<file path="src/rtl/isa_pkg.sv">
// Shared ISA constants for the instruction encoder/loader and opcode decoder.
// Field positions are the LSB of each field within the 32-bit instruction word.
package isa_pkg;

  localparam logic [4:0] OP_RTYPE = 5'b00000;
  localparam logic [4:0] OP_ADDI  = 5'b00101;
  localparam logic [4:0] OP_SW    = 5'b00111;
  localparam logic [4:0] OP_LW    = 5'b01000;

  localparam int OP_LSB    = 27;
  localparam int RD_LSB    = 22;
  localparam int RS_LSB    = 17;
  localparam int RT_LSB    = 12;
  localparam int SHAMT_LSB = 7;
  localparam int ALUOP_LSB = 2;

  typedef enum logic [1:0] {FMT_R, FMT_I, FMT_BAD} fmt_e;
  typedef enum logic [1:0] {LD_IDLE, LD_LOAD, LD_DONE} load_state_e;

  function automatic fmt_e op_format(input logic [4:0] op);
    fmt_e f;
    case (op)
      OP_RTYPE:              f = FMT_R;
      OP_ADDI, OP_SW, OP_LW: f = FMT_I;
      default:               f = FMT_BAD;
    endcase
    return f;
  endfunction

endpackage

</file>
<file path="src/rtl/enc_fifo.sv">
// Small synchronous FIFO holding encoded words plus their last flag.
// A push while full is taken when a pop happens in the same cycle; flush empties it.
module enc_fifo #(
  parameter int DEPTH = 2,
  parameter int W     = 33
) (
  input  logic                   clock,
  input  logic                   reset_n,
  input  logic                   push,
  input  logic                   pop,
  input  logic                   flush,
  input  logic [W-1:0]           wdata,
  output logic [W-1:0]           rdata,
  output logic                   full,
  output logic                   empty,
  output logic [$clog2(DEPTH):0] count
);

  localparam int PW = $clog2(DEPTH);

  logic [W-1:0] mem_q [DEPTH];
  logic [W-1:0] mem_d [DEPTH];
  logic [PW:0]  wr_q, wr_d, rd_q, rd_d;
  logic         do_push, do_pop;

  assign count   = wr_q - rd_q;
  assign empty   = (wr_q == rd_q);
  assign full    = (count == (PW+1)'(DEPTH));
  assign rdata   = mem_q[rd_q[PW-1:0]];
  assign do_pop  = pop & ~empty;
  assign do_push = push & (~full | do_pop);

  always_comb begin
    mem_d = mem_q;
    wr_d  = wr_q;
    rd_d  = rd_q;
    if (flush) begin
      wr_d = '0;
      rd_d = '0;
    end else begin
      if (do_push) begin
        mem_d[wr_q[PW-1:0]] = wdata;
        wr_d = wr_q + (PW+1)'(1);
      end
      if (do_pop) rd_d = rd_q + (PW+1)'(1);
    end
  end

  always_ff @(posedge clock or negedge reset_n) begin
    if (!reset_n) begin
      wr_q <= '0;
      rd_q <= '0;
      for (int i = 0; i < DEPTH; i++) mem_q[i] <= '0;
    end else begin
      wr_q  <= wr_d;
      rd_q  <= rd_d;
      mem_q <= mem_d;
    end
  end

endmodule

</file>
<file path="src/rtl/instr_encode_loader.sv">
// Packs instruction field bundles into R/I words and streams them into imem, holding the CPU in reset meanwhile.
//   state   | meaning
//   LD_IDLE | after reset, waiting for start; cpu held
//   LD_LOAD | accepting bundles and draining encoded words to imem
//   LD_DONE | program loaded (or imem full); cpu released
module instr_encode_loader
  import isa_pkg::*;
#(
  parameter int ADDR_W = 12,
  parameter int FIFO_D = 2
) (
  input  logic              clock,
  input  logic              reset_n,
  input  logic              start,
  input  logic              in_valid,
  output logic              in_ready,
  input  logic [4:0]        in_opcode,
  input  logic [4:0]        in_rd,
  input  logic [4:0]        in_rs,
  input  logic [4:0]        in_rt,
  input  logic [4:0]        in_shamt,
  input  logic [4:0]        in_aluop,
  input  logic [16:0]       in_imm,
  input  logic              in_last,
  output logic              imem_we,
  input  logic              imem_ready,
  output logic [ADDR_W-1:0] imem_addr,
  output logic [31:0]       imem_data,
  output logic              cpu_hold,
  output logic              done,
  output logic              err_opcode,
  output logic              full
);

  localparam int CW = $clog2(FIFO_D) + 1;

  load_state_e       state_q, state_d;
  logic [ADDR_W-1:0] addr_q, addr_d;
  logic              last_acc_q, last_acc_d;
  logic              last_bad_q, last_bad_d;
  logic              err_q, err_d;
  logic              full_q, full_d;

  fmt_e              fmt;
  logic              accept, push, pop, flush, bad_last, final_wr, at_top;
  logic [31:0]       enc_word;
  logic [32:0]       head;
  logic              fifo_full, fifo_empty;
  logic [CW-1:0]     fifo_count;

  assign fmt      = op_format(in_opcode);
  assign accept   = in_valid & in_ready;
  assign push     = accept & (fmt != FMT_BAD);
  assign pop      = imem_we & imem_ready;
  assign bad_last = accept & in_last & (fmt == FMT_BAD);
  assign at_top   = (addr_q == {ADDR_W{1'b1}});
  // A last carried by a dropped bundle makes the final buffered word the last write.
  assign final_wr = pop & (head[32] | ((last_bad_q | bad_last) & (fifo_count == CW'(1))));

  always_comb begin
    enc_word = '0;
    case (fmt)
      FMT_R: enc_word = (32'(in_opcode) << OP_LSB) | (32'(in_rd) << RD_LSB) |
                        (32'(in_rs) << RS_LSB) | (32'(in_rt) << RT_LSB) |
                        (32'(in_shamt) << SHAMT_LSB) | (32'(in_aluop) << ALUOP_LSB);
      FMT_I: enc_word = (32'(in_opcode) << OP_LSB) | (32'(in_rd) << RD_LSB) |
                        (32'(in_rs) << RS_LSB) | 32'(in_imm);
      default: enc_word = '0;
    endcase
  end

  enc_fifo #(.DEPTH(FIFO_D), .W(33)) u_fifo (
    .clock   (clock),
    .reset_n (reset_n),
    .push    (push),
    .pop     (pop),
    .flush   (flush),
    .wdata   ({in_last, enc_word}),
    .rdata   (head),
    .full    (fifo_full),
    .empty   (fifo_empty),
    .count   (fifo_count)
  );

  always_comb begin
    state_d    = state_q;
    addr_d     = addr_q;
    last_acc_d = last_acc_q;
    last_bad_d = last_bad_q;
    err_d      = err_q;
    full_d     = full_q;
    flush      = 1'b0;
    case (state_q)
      LD_LOAD: begin
        if (accept & in_last) last_acc_d = 1'b1;
        if (bad_last) last_bad_d = 1'b1;
        if (accept & (fmt == FMT_BAD)) err_d = 1'b1;
        if (pop & ~at_top) addr_d = addr_q + ADDR_W'(1);
        if (final_wr | (pop & at_top) | (bad_last & fifo_empty)) begin
          state_d = LD_DONE;
          flush   = 1'b1;
          full_d  = pop & at_top & ~final_wr;
        end
      end
      default: begin
        if (start) begin
          state_d    = LD_LOAD;
          addr_d     = '0;
          last_acc_d = 1'b0;
          last_bad_d = 1'b0;
          err_d      = 1'b0;
          full_d     = 1'b0;
        end
      end
    endcase
  end

  always_ff @(posedge clock or negedge reset_n) begin
    if (!reset_n) begin
      state_q    <= LD_IDLE;
      addr_q     <= '0;
      last_acc_q <= 1'b0;
      last_bad_q <= 1'b0;
      err_q      <= 1'b0;
      full_q     <= 1'b0;
    end else begin
      state_q    <= state_d;
      addr_q     <= addr_d;
      last_acc_q <= last_acc_d;
      last_bad_q <= last_bad_d;
      err_q      <= err_d;
      full_q     <= full_d;
    end
  end

  assign in_ready   = (state_q == LD_LOAD) & ~fifo_full & ~last_acc_q;
  assign imem_we    = (state_q == LD_LOAD) & ~fifo_empty;
  assign imem_addr  = addr_q;
  assign imem_data  = fifo_empty ? 32'd0 : head[31:0];
  assign cpu_hold   = (state_q != LD_DONE);
  assign done       = (state_q == LD_DONE);
  assign err_opcode = err_q;
  assign full       = full_q;

endmodule

</file>
<file path="config.mk">
export PLATFORM = sky130hd
export DESIGN_NAME = instr_encode_loader
export DESIGN_NICKNAME = d
export VERILOG_FILES = /design/src/rtl/isa_pkg.sv /design/src/rtl/enc_fifo.sv /design/src/rtl/instr_encode_loader.sv
export SDC_FILE = /design/constraint.sdc
export NUM_CORES = 1
export LEC_CHECK = 0
export CORE_UTILIZATION = 54
export CTS_CLUSTER_DIAMETER = 30
export DETAILED_ROUTE_END_ITERATION = 6
export GPL_TIMING_DRIVEN = 0
export PLACE_DENSITY_LB_ADDON = 0.3
export SETUP_SLACK_MARGIN = 0.2
export SLEW_MARGIN = 20
export SYNTH_ARGS = -nofsm -noshare
export SYNTH_HDL_FRONTEND = slang
export SYNTH_SLANG_ARGS = --single-unit
</file>
<file path="constraint.sdc">
create_clock -name clock -period 6.7 [get_ports clock]
set_input_delay 1.34 -clock clock [delete_from_list [all_inputs] [get_ports clock]]
set_output_delay 1.34 -clock clock [all_outputs]
set_load 0.01 [all_outputs]
</file>
==> flow_metrics.tcl <==
set metrics [dict create \
    run_status "complete, no violations" \
    root_buffer "clkbuf_8" \
    via_count 3267 \
    syn_to_final_growth_pct 31.3 \
    synth_cells 378 \
    worst-endpoint-arrival_ns 2.73 \
    setup_ws_ns 2.63 \
    cpLargestDelayFamily "buffers and inverters" \
    cp_num_buf_inv 4 \
    pwr-share-clk 0.240 \
    drt_drc_violations_left 0 \
    cts_hold_buf 0 \
    seqPwrFrac 0.386 \
    cellPowerDensity_mw_per_mm2 295 \
    max_cap_violations 0 \
    period_share 0.607 \
    grt_pass1_wl_mm 16.2 \
    htreeDepth 3 \
    cp-end-kind "output pin" \
    track_usage 0.243 \
    crit_type "flop to output pin" \
    grt_max_degree 51 \
    cts_resized 0 \
    syn_nets 433 \
    worst_pin_slew_ns 0.798 \
    fin_nets 547 \
    max_slew_margin 0.468 \
    antennaDiodeCount 0 \
    slew_viol_final 0 \
    tritoncts "done" \
    start_util 0.568 \
    fin_cells 599 \
    port-buffer-count 102 \
    p_comb_frac 0.374 \
    clock-sinks 88 \
    cpPeakStageDelay_ns 0.51 \
    fmax_mhz 246 \
    postCtsSetupRepairBufs 0 \
    wirelength_mm 9.87 \
    post_drt_wl_per_cell_um 16.5 \
    rsz0062_at_grt "no" \
    leakagePower_nw 2.72 \
    post-place-ws_ns 2.55 \
    dp_cells 583 \
    netlist-cell-type-count 38 \
    worstSetupStartpointType "flop" \
    cts_max_path_buffers 2 \
    grt_pass1_vias 3321 \
    synth.avg_cell_area_um2 11.8 \
    overflow 0 \
    dieWidth_um 93.1 \
    clk_pin_slew_ns 0.08 \
    drive_gt1_frac 0.183 \
    numCtsBuffers 9 \
    viasPerCell 5.45 \
    required_ns 5.36 \
    path_cells "inv_1 > ha_1 > inv_1 > nor2_1 > clkbuf_1 > nor2_1 > clkdlybuf4s50_1" \
    yosys_warnings 0 \
    final_cell_mix "101 x clkdlybuf4s50_1, 88 x dfrtp_1, 54 x nor2_1" \
    placed_cell_area_mm2 0.00565 \
    dieArea_mm2 0.00866 \
    slowest_stage "clkdlybuf4s50_1" \
    setup_tns_ns 0 \
    first_pass_iters 4 \
    antenna_found_initial 0 \
    dpl.hpwl_mm 6.93 \
    crit_fanout 10 \
    synth_area_mm2 0.00448 \
    pin_count 103 \
    drtIter0Drc 141 \
    hp-class "flop to flop" \
    swShare 0.347 \
    gp_congestion 0.848 \
    die_h_um 93.1 \
    hold_viol_final 0 \
    ys_seq_area_frac 0.492 \
    clk_latency_ns 0.36 \
    final_common_cell "clkdlybuf4s50_1" \
    finalInstanceArea_mm2 0.00588 \
    num_rows 32 \
    ir_worst_vdd_mv 0.168 \
    core_mm2 0.00789 \
    drtAntennaViolNets 0 \
    fin_crit_ns 4.07 \
    fin_skew_ns 0.0126 \
    switchingPower_w 0.000601 \
    hold_ws_ns 0.496 \
    synth_seq_cells 88 \
    setup_viol_count_final 0 \
    p_int_w 0.00113 \
]
[kinds of logic after synthesis]
family / Yosys count / share of synthesized area
AOI/OAI and AO/OA: 29 / 0.0506
xor gates and xnor gates: 17 / 0.0332
adders and majority gates: 2 / 0.00559
buffers and inverters: 24 / 0.0293
DFF: 88 / 0.492
muxes: 97 / 0.259
and+or+nand+nor: 121 / 0.131
[metal layers]
metal	share of wire	track usage
met3	0.035	0.0333
met1	0.46	0.325
met4	0.016	0.104
met2	0.49	0.397
met5	0	0
[flip-flops by register name, summed over array words and instances, names as in the netlist]
| signal | cells |
|---|---|
| u_fifo.mem_q | 66 |
| imem_addr | 12 |
| state_q | 2 |
| u_fifo.rd_q | 2 |
| err_opcode | 1 |
| full | 1 |
| last_acc_q | 1 |
| u_fifo.wr_q | 2 |
| last_bad_q | 1 |
[final timing paths]
check,startpoint,endpoint,slack (ns),cells past startpoint
setup / recovery,u_fifo.wr_q[0],imem_data[28],2.63,7
hold / removal,u_fifo.mem_q[64],u_fifo.mem_q[64],0.50,1
setup reg to reg,u_fifo.wr_q[0],u_fifo.mem_q[36],3.92,8
hold reg to reg,u_fifo.mem_q[64],u_fifo.mem_q[64],0.50,1
max in group asynchronous,reset_n,u_fifo.mem_q[2],5.13,2
min in group asynchronous,reset_n,imem_addr[3],0.94,1
[Yosys cell counts (all sizes together)]
library cell | count | area share
nor4 | 2 | 0.0028
clkbuf | 10 | 0.0084
a22o | 15 | 0.029
and2 | 18 | 0.025
nor2 | 54 | 0.045
a211oi | 3 | 0.0061
mux2i | 33 | 0.074
or2 | 1 | 0.0020
a21oi | 4 | 0.0045
and4bb | 1 | 0.0028
nand2 | 18 | 0.015
nor2b | 2 | 0.0028
or4 | 1 | 0.0017
and3b | 2 | 0.0039
nand3 | 8 | 0.0089
o21ai | 3 | 0.0034
inv | 5 | 0.0042
a21boi | 1 | 0.0017
a221o | 1 | 0.0022
nand4b | 2 | 0.0039
nand2b | 4 | 0.0056
nand4 | 4 | 0.0056
buf | 9 | 0.017
mux2 | 64 | 0.19
dfrtp | 88 | 0.49
xor2 | 8 | 0.016
nand3b | 1 | 0.0017
and3 | 1 | 0.0014
o22ai | 1 | 0.0014
nor3 | 2 | 0.0022
ha | 2 | 0.0056
o22a | 1 | 0.0020
xnor2 | 9 | 0.018
[power groups by stage]
| stage | Clock [W] | Sequential [W] | Combinational, W |
|---|---|---|---|
| floorplan | 0 | 0.000669 | 0.000404 |
| finish | 0.000416 | 0.000670 | 0.000648 |
| CTS | 0.000423 | 0.000668 | 0.000651 |
| global placement | 0 | 0.000672 | 0.000629 |
| global route | 0.000441 | 0.000679 | 0.000703 |
| detailed placement | 0 | 0.000677 | 0.000645 |
[area by class of cell]
type                       count  area (um2)
clock buffer                  10         138
tap                          102         128
multi-input combinational    266        2150
inverter                       5        18.8
clock inverter                 6        91.3
timing repair buffer         103        1050
fill                         551        2010
sequential                    88        2200
buffer                        19         113
[worst register-to-register path, delay by kind of cell, from the launching register on]
kind,cells,cell delay (ns)
flip-flops,1,0.39
multiplexers,1,0.36
AND/OR/NAND/NOR,2,0.53
buffers and inverters,2,0.39
AO/OA/AOI/OAI,2,0.73
adder cells (fa/ha/maj),1,0.28
[per-stage QoR]
step	util	total power, W
global placement	0.714	0.00130
floorplan	-	0.00107
detailed placement	0.717	0.00132
finish	0.746	0.00173
CTS	0.746	0.00174
global route	0.746	0.00182
Note: power is estimated with default switching activity, not from simulation.
